$ cat src/rtl/des_dec_key_sched.sv
// Iterative DES key schedule: PC-1 at load, then one subkey per accepted handshake, K16 first.
// Optional `DES_KS_ENC_MODE_EN adds enc_mode for encryption order (K1 first).
module des_dec_key_sched (
  input  logic        clk,
  input  logic        rst_n,
  input  logic [63:0] key_in,
  input  logic        key_load,
`ifdef DES_KS_ENC_MODE_EN
  input  logic        enc_mode,
`endif
  output logic        key_ready,
  output logic [47:0] sk_out,
  output logic [3:0]  sk_idx,
  output logic        sk_valid,
  input  logic        sk_ready,
  output logic        done
);

  typedef enum logic {S_IDLE, S_RUN} state_t;

  localparam int unsigned PC1_TAB [56] = '{
    57, 49, 41, 33, 25, 17,  9,  1, 58, 50, 42, 34, 26, 18,
    10,  2, 59, 51, 43, 35, 27, 19, 11,  3, 60, 52, 44, 36,
    63, 55, 47, 39, 31, 23, 15,  7, 62, 54, 46, 38, 30, 22,
    14,  6, 61, 53, 45, 37, 29, 21, 13,  5, 28, 20, 12,  4};

  localparam int unsigned PC2_TAB [48] = '{
    14, 17, 11, 24,  1,  5,  3, 28, 15,  6, 21, 10,
    23, 19, 12,  4, 26,  8, 16,  7, 27, 20, 13,  2,
    41, 52, 31, 37, 47, 55, 30, 40, 51, 45, 33, 48,
    44, 49, 39, 56, 34, 53, 46, 42, 50, 36, 29, 32};

  // DES bit n lives at vector index (width - n); tables are 1-based DES numbering.
  function automatic logic [55:0] pc1(input logic [63:0] k);
    pc1 = '0;
    for (int unsigned i = 0; i < 56; i++) pc1[55-i] = k[64-PC1_TAB[i]];
  endfunction

  function automatic logic [47:0] pc2(input logic [55:0] cd);
    pc2 = '0;
    for (int unsigned i = 0; i < 48; i++) pc2[47-i] = cd[56-PC2_TAB[i]];
  endfunction

  function automatic logic [27:0] rot(input logic [27:0] v, input logic left, input logic two);
    case ({left, two})
      2'b00:   rot = {v[0], v[27:1]};
      2'b01:   rot = {v[1:0], v[27:2]};
      2'b10:   rot = {v[26:0], v[27]};
      default: rot = {v[25:0], v[27:26]};
    endcase
  endfunction

  state_t      r_state, w_state_nxt;
  logic [27:0] r_c, r_d, w_c_nxt, w_d_nxt;
  logic [3:0]  r_rnd, w_rnd_nxt;
  logic        r_done, w_done_nxt;
  logic [55:0] w_pc1;
  logic [3:0]  w_rnd_inc;
  logic        w_two;
  logic        w_enc_load;
  logic        w_enc_run;

`ifdef DES_KS_ENC_MODE_EN
  logic r_enc;
  assign w_enc_load = enc_mode;
  assign w_enc_run  = r_enc;

  always_ff @(posedge clk or negedge rst_n) begin
    if (!rst_n)                             r_enc <= 1'b0;
    else if (r_state == S_IDLE && key_load) r_enc <= enc_mode;
  end
`else
  assign w_enc_load = 1'b0;
  assign w_enc_run  = 1'b0;
`endif

  assign w_pc1     = pc1(key_in);
  assign w_rnd_inc = r_rnd + 4'd1;
  // Shift schedule is palindromic, so decrypt-right and encrypt-left share it: 1 at steps 1, 8, 15.
  assign w_two     = !(w_rnd_inc == 4'd1 || w_rnd_inc == 4'd8 || w_rnd_inc == 4'd15);

  always_comb begin
    w_state_nxt = r_state;
    w_c_nxt     = r_c;
    w_d_nxt     = r_d;
    w_rnd_nxt   = r_rnd;
    w_done_nxt  = 1'b0;
    case (r_state)
      S_IDLE: begin
        if (key_load) begin
          w_state_nxt = S_RUN;
          w_rnd_nxt   = '0;
          if (w_enc_load) begin
            w_c_nxt = rot(w_pc1[55:28], 1'b1, 1'b0);
            w_d_nxt = rot(w_pc1[27:0],  1'b1, 1'b0);
          end else begin
            w_c_nxt = w_pc1[55:28];
            w_d_nxt = w_pc1[27:0];
          end
        end
      end
      default: begin
        if (sk_ready) begin
          if (r_rnd == 4'd15) begin
            w_state_nxt = S_IDLE;
            w_done_nxt  = 1'b1;
          end else begin
            w_rnd_nxt = w_rnd_inc;
            w_c_nxt   = rot(r_c, w_enc_run, w_two);
            w_d_nxt   = rot(r_d, w_enc_run, w_two);
          end
        end
      end
    endcase
  end

  always_ff @(posedge clk or negedge rst_n) begin
    if (!rst_n) begin
      r_state <= S_IDLE;
      r_c     <= '0;
      r_d     <= '0;
      r_rnd   <= '0;
      r_done  <= 1'b0;
    end else begin
      r_state <= w_state_nxt;
      r_c     <= w_c_nxt;
      r_d     <= w_d_nxt;
      r_rnd   <= w_rnd_nxt;
      r_done  <= w_done_nxt;
    end
  end

  assign key_ready = (r_state == S_IDLE);
  assign sk_valid  = (r_state == S_RUN);
  assign done      = r_done;
  assign sk_out    = pc2({r_c, r_d});
  assign sk_idx    = w_enc_run ? r_rnd : (4'd15 - r_rnd);

endmodule

$ cat config.mk
export PLATFORM = sky130hd
export DESIGN_NAME = des_dec_key_sched
export DESIGN_NICKNAME = d
export VERILOG_FILES = /design/src/rtl/des_dec_key_sched.sv
export SDC_FILE = /design/constraint.sdc
export NUM_CORES = 1
export LEC_CHECK = 0
export ABC_AREA = 0
export CAP_MARGIN = 5
export CORE_MARGIN = 2
export CORE_UTILIZATION = 44
export DETAILED_ROUTE_END_ITERATION = 16
export PLACE_DENSITY_LB_ADDON = 0.25
export SLEW_MARGIN = 20
export SYNTH_ARGS = -nofsm -noshare
export SYNTH_HDL_FRONTEND = slang
export SYNTH_SLANG_ARGS = --single-unit
$ cat constraint.sdc
create_clock -name clk -period 1.74 [get_ports clk]
set_input_delay 0.174 -clock clk [delete_from_list [all_inputs] [get_ports clk]]
set_output_delay 0.174 -clock clk [all_outputs]
set_load 0.005 [all_outputs]
==> reports/metrics.yaml, run 1 <==
core-area_um2: 9730
grt_antenna_before_repair: 0
drive_gt1_frac: 0.248
port_buffers: 114
synth_top_area_frac: 0.353
synth_nets: 535
io_pins: 123
synth_area_leaders: "dfrtp_1 35%, o211ai_2 14%, o211ai_1 10%"
hold_viol: 0
drv_slew: 0
vias_per_cell: 5.72
synth_common_cells: "62 x dfrtp_1, 60 x o211ai_1, 58 x nand2_1"
grt_use_total: 0.218
drt_pre_antenna_iters: 4
fin_nets: 611
fillers: 857
critPathLaunchType: "flip-flop"
synth_cell_type_count: 33
violations: "setup timing"
max-slew-margin-rel: 0.680
powerDensity_nw_per_um2: 1390
ant_nets: 0
avgRoutedWirePerCell_um: 17.7
tightest_slew_ns: 0.480
synth-seq-cells: 62
cts_tree: "yes"
clkLatencyLatePin_ns: 0.35
setup_viol: 60
worstSetupPathType: "flip-flop to flip-flop"
grt_pass1_wl_mm: 19.3
holdWs_ns: 0.365
netlist_area_um2: 4390
h-tree-depth: 3
clock_sinks: 62
cts_buffers: 9
async_flop_share: 1.00
worstPathArrival_ns: 2.14
setup-tns-final_ns: -5.30
crit_start: "r_rnd[1]$_DFFE_PN0P_"
rsz0062_at_grt: "yes"
yosysSeqAreaShare: 0.353
clock_skew_ns: 0.00945
antennaDiodeCount: 0
clk_pin_slew_worst_paths_ns: 0.08
die_area_um2: 10800
gp_congestion: 0.793
finalWirelength_mm: 12.0
die-height_um: 104
dp_hpwl_mm: 7.60
area_growth_pct: 35.3
finalPower_uw: 8230
grt_pass1_vias: 3880
hold_class: "primary input to asynchronous set/reset pin"
drc: 0
setup_ws_ns: -0.138
die_w_um: 104
ir_worst_vdd_v: 0.000747
fin_util: 0.611
clockBufferDepth: 2
place_ws_ns: -0.167
grt.overflow.total: 0
synth.avg_cell_area_um2: 9.47
post-route-min-period_ns: 1.88
netlist_instances: 464
num_rows: 36
fin_crit_sh: 1.08
leakage_uw: 0.00256
worst_ep_required_time_ns: 2.01
grt_max_degree: 63
crit_fanout: 6
outcome: "finished, violations left"
synth_warnings: 0
num_vias: 3875
ys.flop_type: "dfrtp_1"
synth_edf_count: 0
timing.rr.start: "r_rnd[1]$_DFFE_PN0P_"
yosys.area.top_type: "dfrtp_1"
worstSetupEndpointType: "flip-flop"
clock.fmax_ghz: 0.533
clockRootBuffer: "clkbuf_8"
first_iter_violations: 177
start_util: 0.452
yosysMostFrequentCell: "dfrtp_1"
cap_viol_max_count: 0
final cells by class:
cell class	count	area [um2]	share of cell area
Multi-Input combinational cell	301	2230	0.375
Clock buffer	10	138	0.0232
Clock inverter	6	70.1	0.0118
Sequential cell	62	1550	0.262
Timing Repair Buffer	161	1770	0.297
Tap cell	133	166	0.0280
Inverter	5	21.3	0.00358
through the flow:
stage	instance area [um2]	cells
floorplan	4420	464
global placement	5410	645
detailed placement	5410	645
CTS	5760	669
global route	5940	678
finish	5940	678
worst max-delay path, stage by stage, from the launching register on:
cell and delay, ns:
dfrtp_2 0.46, inv_2 0.10, ha_4 0.15, nor3b_4 0.22, o32ai_4 0.11, or2_4 0.31
buf_6 0.14, clkbuf_16 0.16, o211ai_2 0.15
flip-flops by register name, summed over array words and instances (netlist names):
signal	cells
r_c	28
done	1
r_rnd	4
r_d	28
sk_valid	1
timing repair:
item,4_1_cts,5_1_grt
gates cloned,1,8
setup buffers,7,3
hold endpoints to repair,62,0
pin swaps,7,22
endpoints found under the setup margin,60,61
gates resized for setup,18,6
hold buffers,1,0
kinds of logic (layout without fill, tap and decap cells):
group                    count (synthesis)  after routing  share of synthesized area
flip-flops                              62             62                      0.353
multiplexers                             1              1                    0.00256
buffers and inverters                  102            182                      0.160
AND/OR/NAND/NOR                        119            120                      0.135
AO/OA/AOI/OAI                          177            177                      0.341
adder cells (fa/ha/maj)                  3              3                    0.00855
final timing paths:
kind                                        end  slack [ns]  cells after the start
max reg2reg                 r_c[19]$_DFFE_PN0P_       -0.14                      8
max in group asynchronous  r_rnd[0]$_DFFE_PN0P_        1.07                      3
min in group clk             sk_valid$_DFF_PN0_        0.40                      4
min                         r_d[20]$_DFFE_PN0P_        0.37                      3
min reg2reg                 r_d[21]$_DFFE_PN0P_        0.55                      2
max                         r_c[19]$_DFFE_PN0P_       -0.14                      8
metal layers:
metal  part of all wire  wire [um]  track usage  vias up
li1                   -          -            -     1846
met1               0.45       5470        0.288     1896
met2               0.47       5630        0.361      119
met3              0.064        772       0.0426       14
met4              0.013        152       0.0695        0
met5                  0          0            0        -
cell usage in the layout (no fill, tap or decap), types with 2 or more instances in the layout:
cell             Yosys  final
clkdlybuf4s50_1      0    110
dfrtp_1             62     60
inv_1                5      3
o21ai_1              2      2
and3_1              45     44
o211ai_1            60     60
nand2_1             58     58
a32oi_1             11     11
buf_4               52     24
nand3_1              2      2
buf_12               6     12
clkinvlp_4           0      3
buf_8                0      2
nor2_1               5      5
buf_2               10      2
clkbuf_8             0     10
clkbuf_16            0      6
a21oi_1             46     45
dfrtp_2              0      2
ha_4                 0      2
buf_6                2      4
o211ai_2            50     50
where the power goes:
group          leakage [uW]  internal, uW  total, uW  switching, uW
sequential         0.000830          1840       2340            499
clock             0.0000951           707       1330            622
combinational       0.00164          2470       4560           2100
Note: power is estimated with default switching activity, not from simulation.
==> run 2: changes to the inputs <==
--- a/config.mk
+++ b/config.mk
@@ -6,9 +6,11 @@
 export NUM_CORES = 1
 export LEC_CHECK = 0
 export ABC_AREA = 0
+export ABC_CLOCK_PERIOD_IN_PS = 1740
 export CAP_MARGIN = 5
 export CORE_MARGIN = 2
 export CORE_UTILIZATION = 44
+export CTS_CLUSTER_DIAMETER = 80
 export DETAILED_ROUTE_END_ITERATION = 16
 export PLACE_DENSITY_LB_ADDON = 0.25
 export SLEW_MARGIN = 20
==> results of run 2 <==
The final DEF is identical to that of run 1; final timing and power are the same.
==> run 3: changes to the inputs <==
--- a/config.mk
+++ b/config.mk
@@ -12,8 +12,9 @@
 export CORE_UTILIZATION = 44
 export CTS_CLUSTER_DIAMETER = 80
 export DETAILED_ROUTE_END_ITERATION = 16
+export GPL_TIMING_DRIVEN = 0
 export PLACE_DENSITY_LB_ADDON = 0.25
-export SLEW_MARGIN = 20
+export SLEW_MARGIN = 0
 export SYNTH_ARGS = -nofsm -noshare
 export SYNTH_HDL_FRONTEND = slang
 export SYNTH_SLANG_ARGS = --single-unit
==> reports/metrics.yaml, run 3 (synthesis results as in run 1) <==
fillers: 832
leakage_uw: 0.00277
clockBufferDepth: 2
multi_input_area_um2: 2230
num_vias: 4195
cap_viol_max_count: 0
gp_congestion: 0.851
io_pins: 123
critical_path_buf_inv_count: 3
instances_no_fill: 735
r2r_setup_slack_ns: -0.18
drt_pre_antenna_iters: 5
most-common-layout-cells: "112 x clkdlybuf4s50_1, 64 x buf_4, 60 x o211ai_1"
dp.cells: 711
grt.overflow.total: 0
rsz0062_at_grt: "yes"
path_common_cell: "buf_12"
fin_nets: 669
grt_max_degree: 63
grt_use_total: 0.236
num_rows: 36
finalWirelength_mm: 12.9
dp_hpwl_mm: 8.88
avgRoutedWirePerCell_um: 17.6
violations: "setup timing"
post-route-min-period_ns: 1.92
r2r-end: "r_d[5]$_DFFE_PN0P_"
crit_slowest_cell: "dfrtp_2"
worstPathArrival_ns: 2.12
met3_usage: 0.0332
rr_worst_depth: 8
core-area_um2: 9730
crit_fanout: 10
hold_viol: 0
die_area_um2: 10800
first_iter_violations: 231
grt_pass1_wl_mm: 21.0
area_growth_pct: 41.6
drc: 0
grt_pass1_vias: 4119
outcome: "finished, violations left"
clock_skew_ns: 0.0149
gr-usage-met1: 0.322
holdWs_ns: 0.461
crit_chain: "inv_4 -> ha_2 -> and3_4 -> o32ai_4 -> or2_4 -> buf_12 -> buf_12 -> o211ai_2"
start_util: 0.452
antennaDiodeCount: 0
worstSetupPathType: "flip-flop to flip-flop"
clk_pin_slew_worst_paths_ns: 0.07
ant_nets: 0
cts_tree: "yes"
worstSetupEndpointType: "flip-flop"
worst_ep_required_time_ns: 1.94
max-slew-margin-rel: 0.447
setup_ws_ns: -0.179
powerDensity_nw_per_um2: 1360
layout_commonest_cell: "clkdlybuf4s50_1"
max_stage_delay_ns: 0.46
cp_top_family: "flip-flops"
setup-tns-final_ns: -8.36
hold_class: "primary input to asynchronous set/reset pin"
setup_viol: 56
port_buffers: 114
grt_antenna_before_repair: 0
fin_crit_sh: 1.10
busiest_layer: "met2"
vias_per_cell: 5.71
critPathLaunchType: "flip-flop"
clockRootBuffer: "clkbuf_8"
h-tree-depth: 3
regArea_um2: 1560
tightest_slew_ns: 0.829
drv_slew: 0
place_ws_ns: -0.502
clkLatencyLatePin_ns: 0.34
clock.fmax_ghz: 0.521
drive_gt1_frac: 0.297
ir_worst_vdd_v: 0.000989
reg.largest.list: "r_c (28), r_d (28), r_rnd (4)"
met2_usage: 0.392
clock_sinks: 62
cts_buffers: 9
die_w_um: 104
timing.rr.start: "r_rnd[0]$_DFFE_PN0P_"
die-height_um: 104
==> run 3: area by class of cell <==
type | instances | area share
timing repair buffer | 126 | 0.211
sequential | 62 | 0.250
multi-input combinational | 300 | 0.358
inverter | 5 | 0.00422
clock buffer | 15 | 0.0300
buffer | 94 | 0.120
tap | 133 | 0.0268
==> run 3: repair_timing <==
item / in CTS / in global routing
resized for setup: 41 / 20
buffers inserted: 5 / 1
pin swaps: 6 / 19
hold buffers: 1 / 0
cloned: 2 / 3
hold endpoints to repair: 62 / 0
setup endpoints to repair: 61 / 60
==> run 3: worst max-delay path by stage <==
stage	start	to	slack, ns	cells past startpoint
after floorplan	r_rnd[0]$_DFFE_PN0P_	r_c[10]$_DFFE_PN0P_	-0.04	8
after global placement	rst_n	r_c[21]$_DFFE_PN0P_	-1.65	1
after detailed placement	r_rnd[1]$_DFFE_PN0P_	r_d[5]$_DFFE_PN0P_	-0.50	7
after CTS	r_rnd[1]$_DFFE_PN0P_	r_c[7]$_DFFE_PN0P_	-0.14	8
after global routing	r_rnd[0]$_DFFE_PN0P_	r_d[5]$_DFFE_PN0P_	-0.24	8
final	r_rnd[0]$_DFFE_PN0P_	r_d[5]$_DFFE_PN0P_	-0.18	8
==> run 3: worst reg2reg max path, cell delays in order, from the launching register on <==
cell and delay, ns:
dfrtp_2 0.46, inv_4 0.07, ha_2 0.21, and3_4 0.19, o32ai_4 0.27, or2_4 0.22, buf_12 0.15, buf_12 0.14
o211ai_2 0.10
==> run 3: report_power, final <==
part | internal, uW | switching [uW] | leakage (uW)
sequential | 1850 | 531 | 0.000827
clock | 668 | 564 | 0.0000958
combinational | 2750 | 2130 | 0.00185
total | 5260 | 3220 | 0.00277
==> run 3: routing by layer <==
layer,share of wire,up-vias
met5,0,-
met4,0.013,0
met3,0.055,17
met2,0.48,168
met1,0.45,2056
li1,-,1954
==> run 3: metrics by stage <==
step	util	area [um2]	total power, uW
2_1_floorplan	-	4420	5010
3_3_place_gp	0.589	5730	6420
3_5_place_dp	0.588	5730	6510
4_1_cts	0.627	6100	8070
5_1_grt	0.639	6220	8920
6_report	0.639	6220	8480
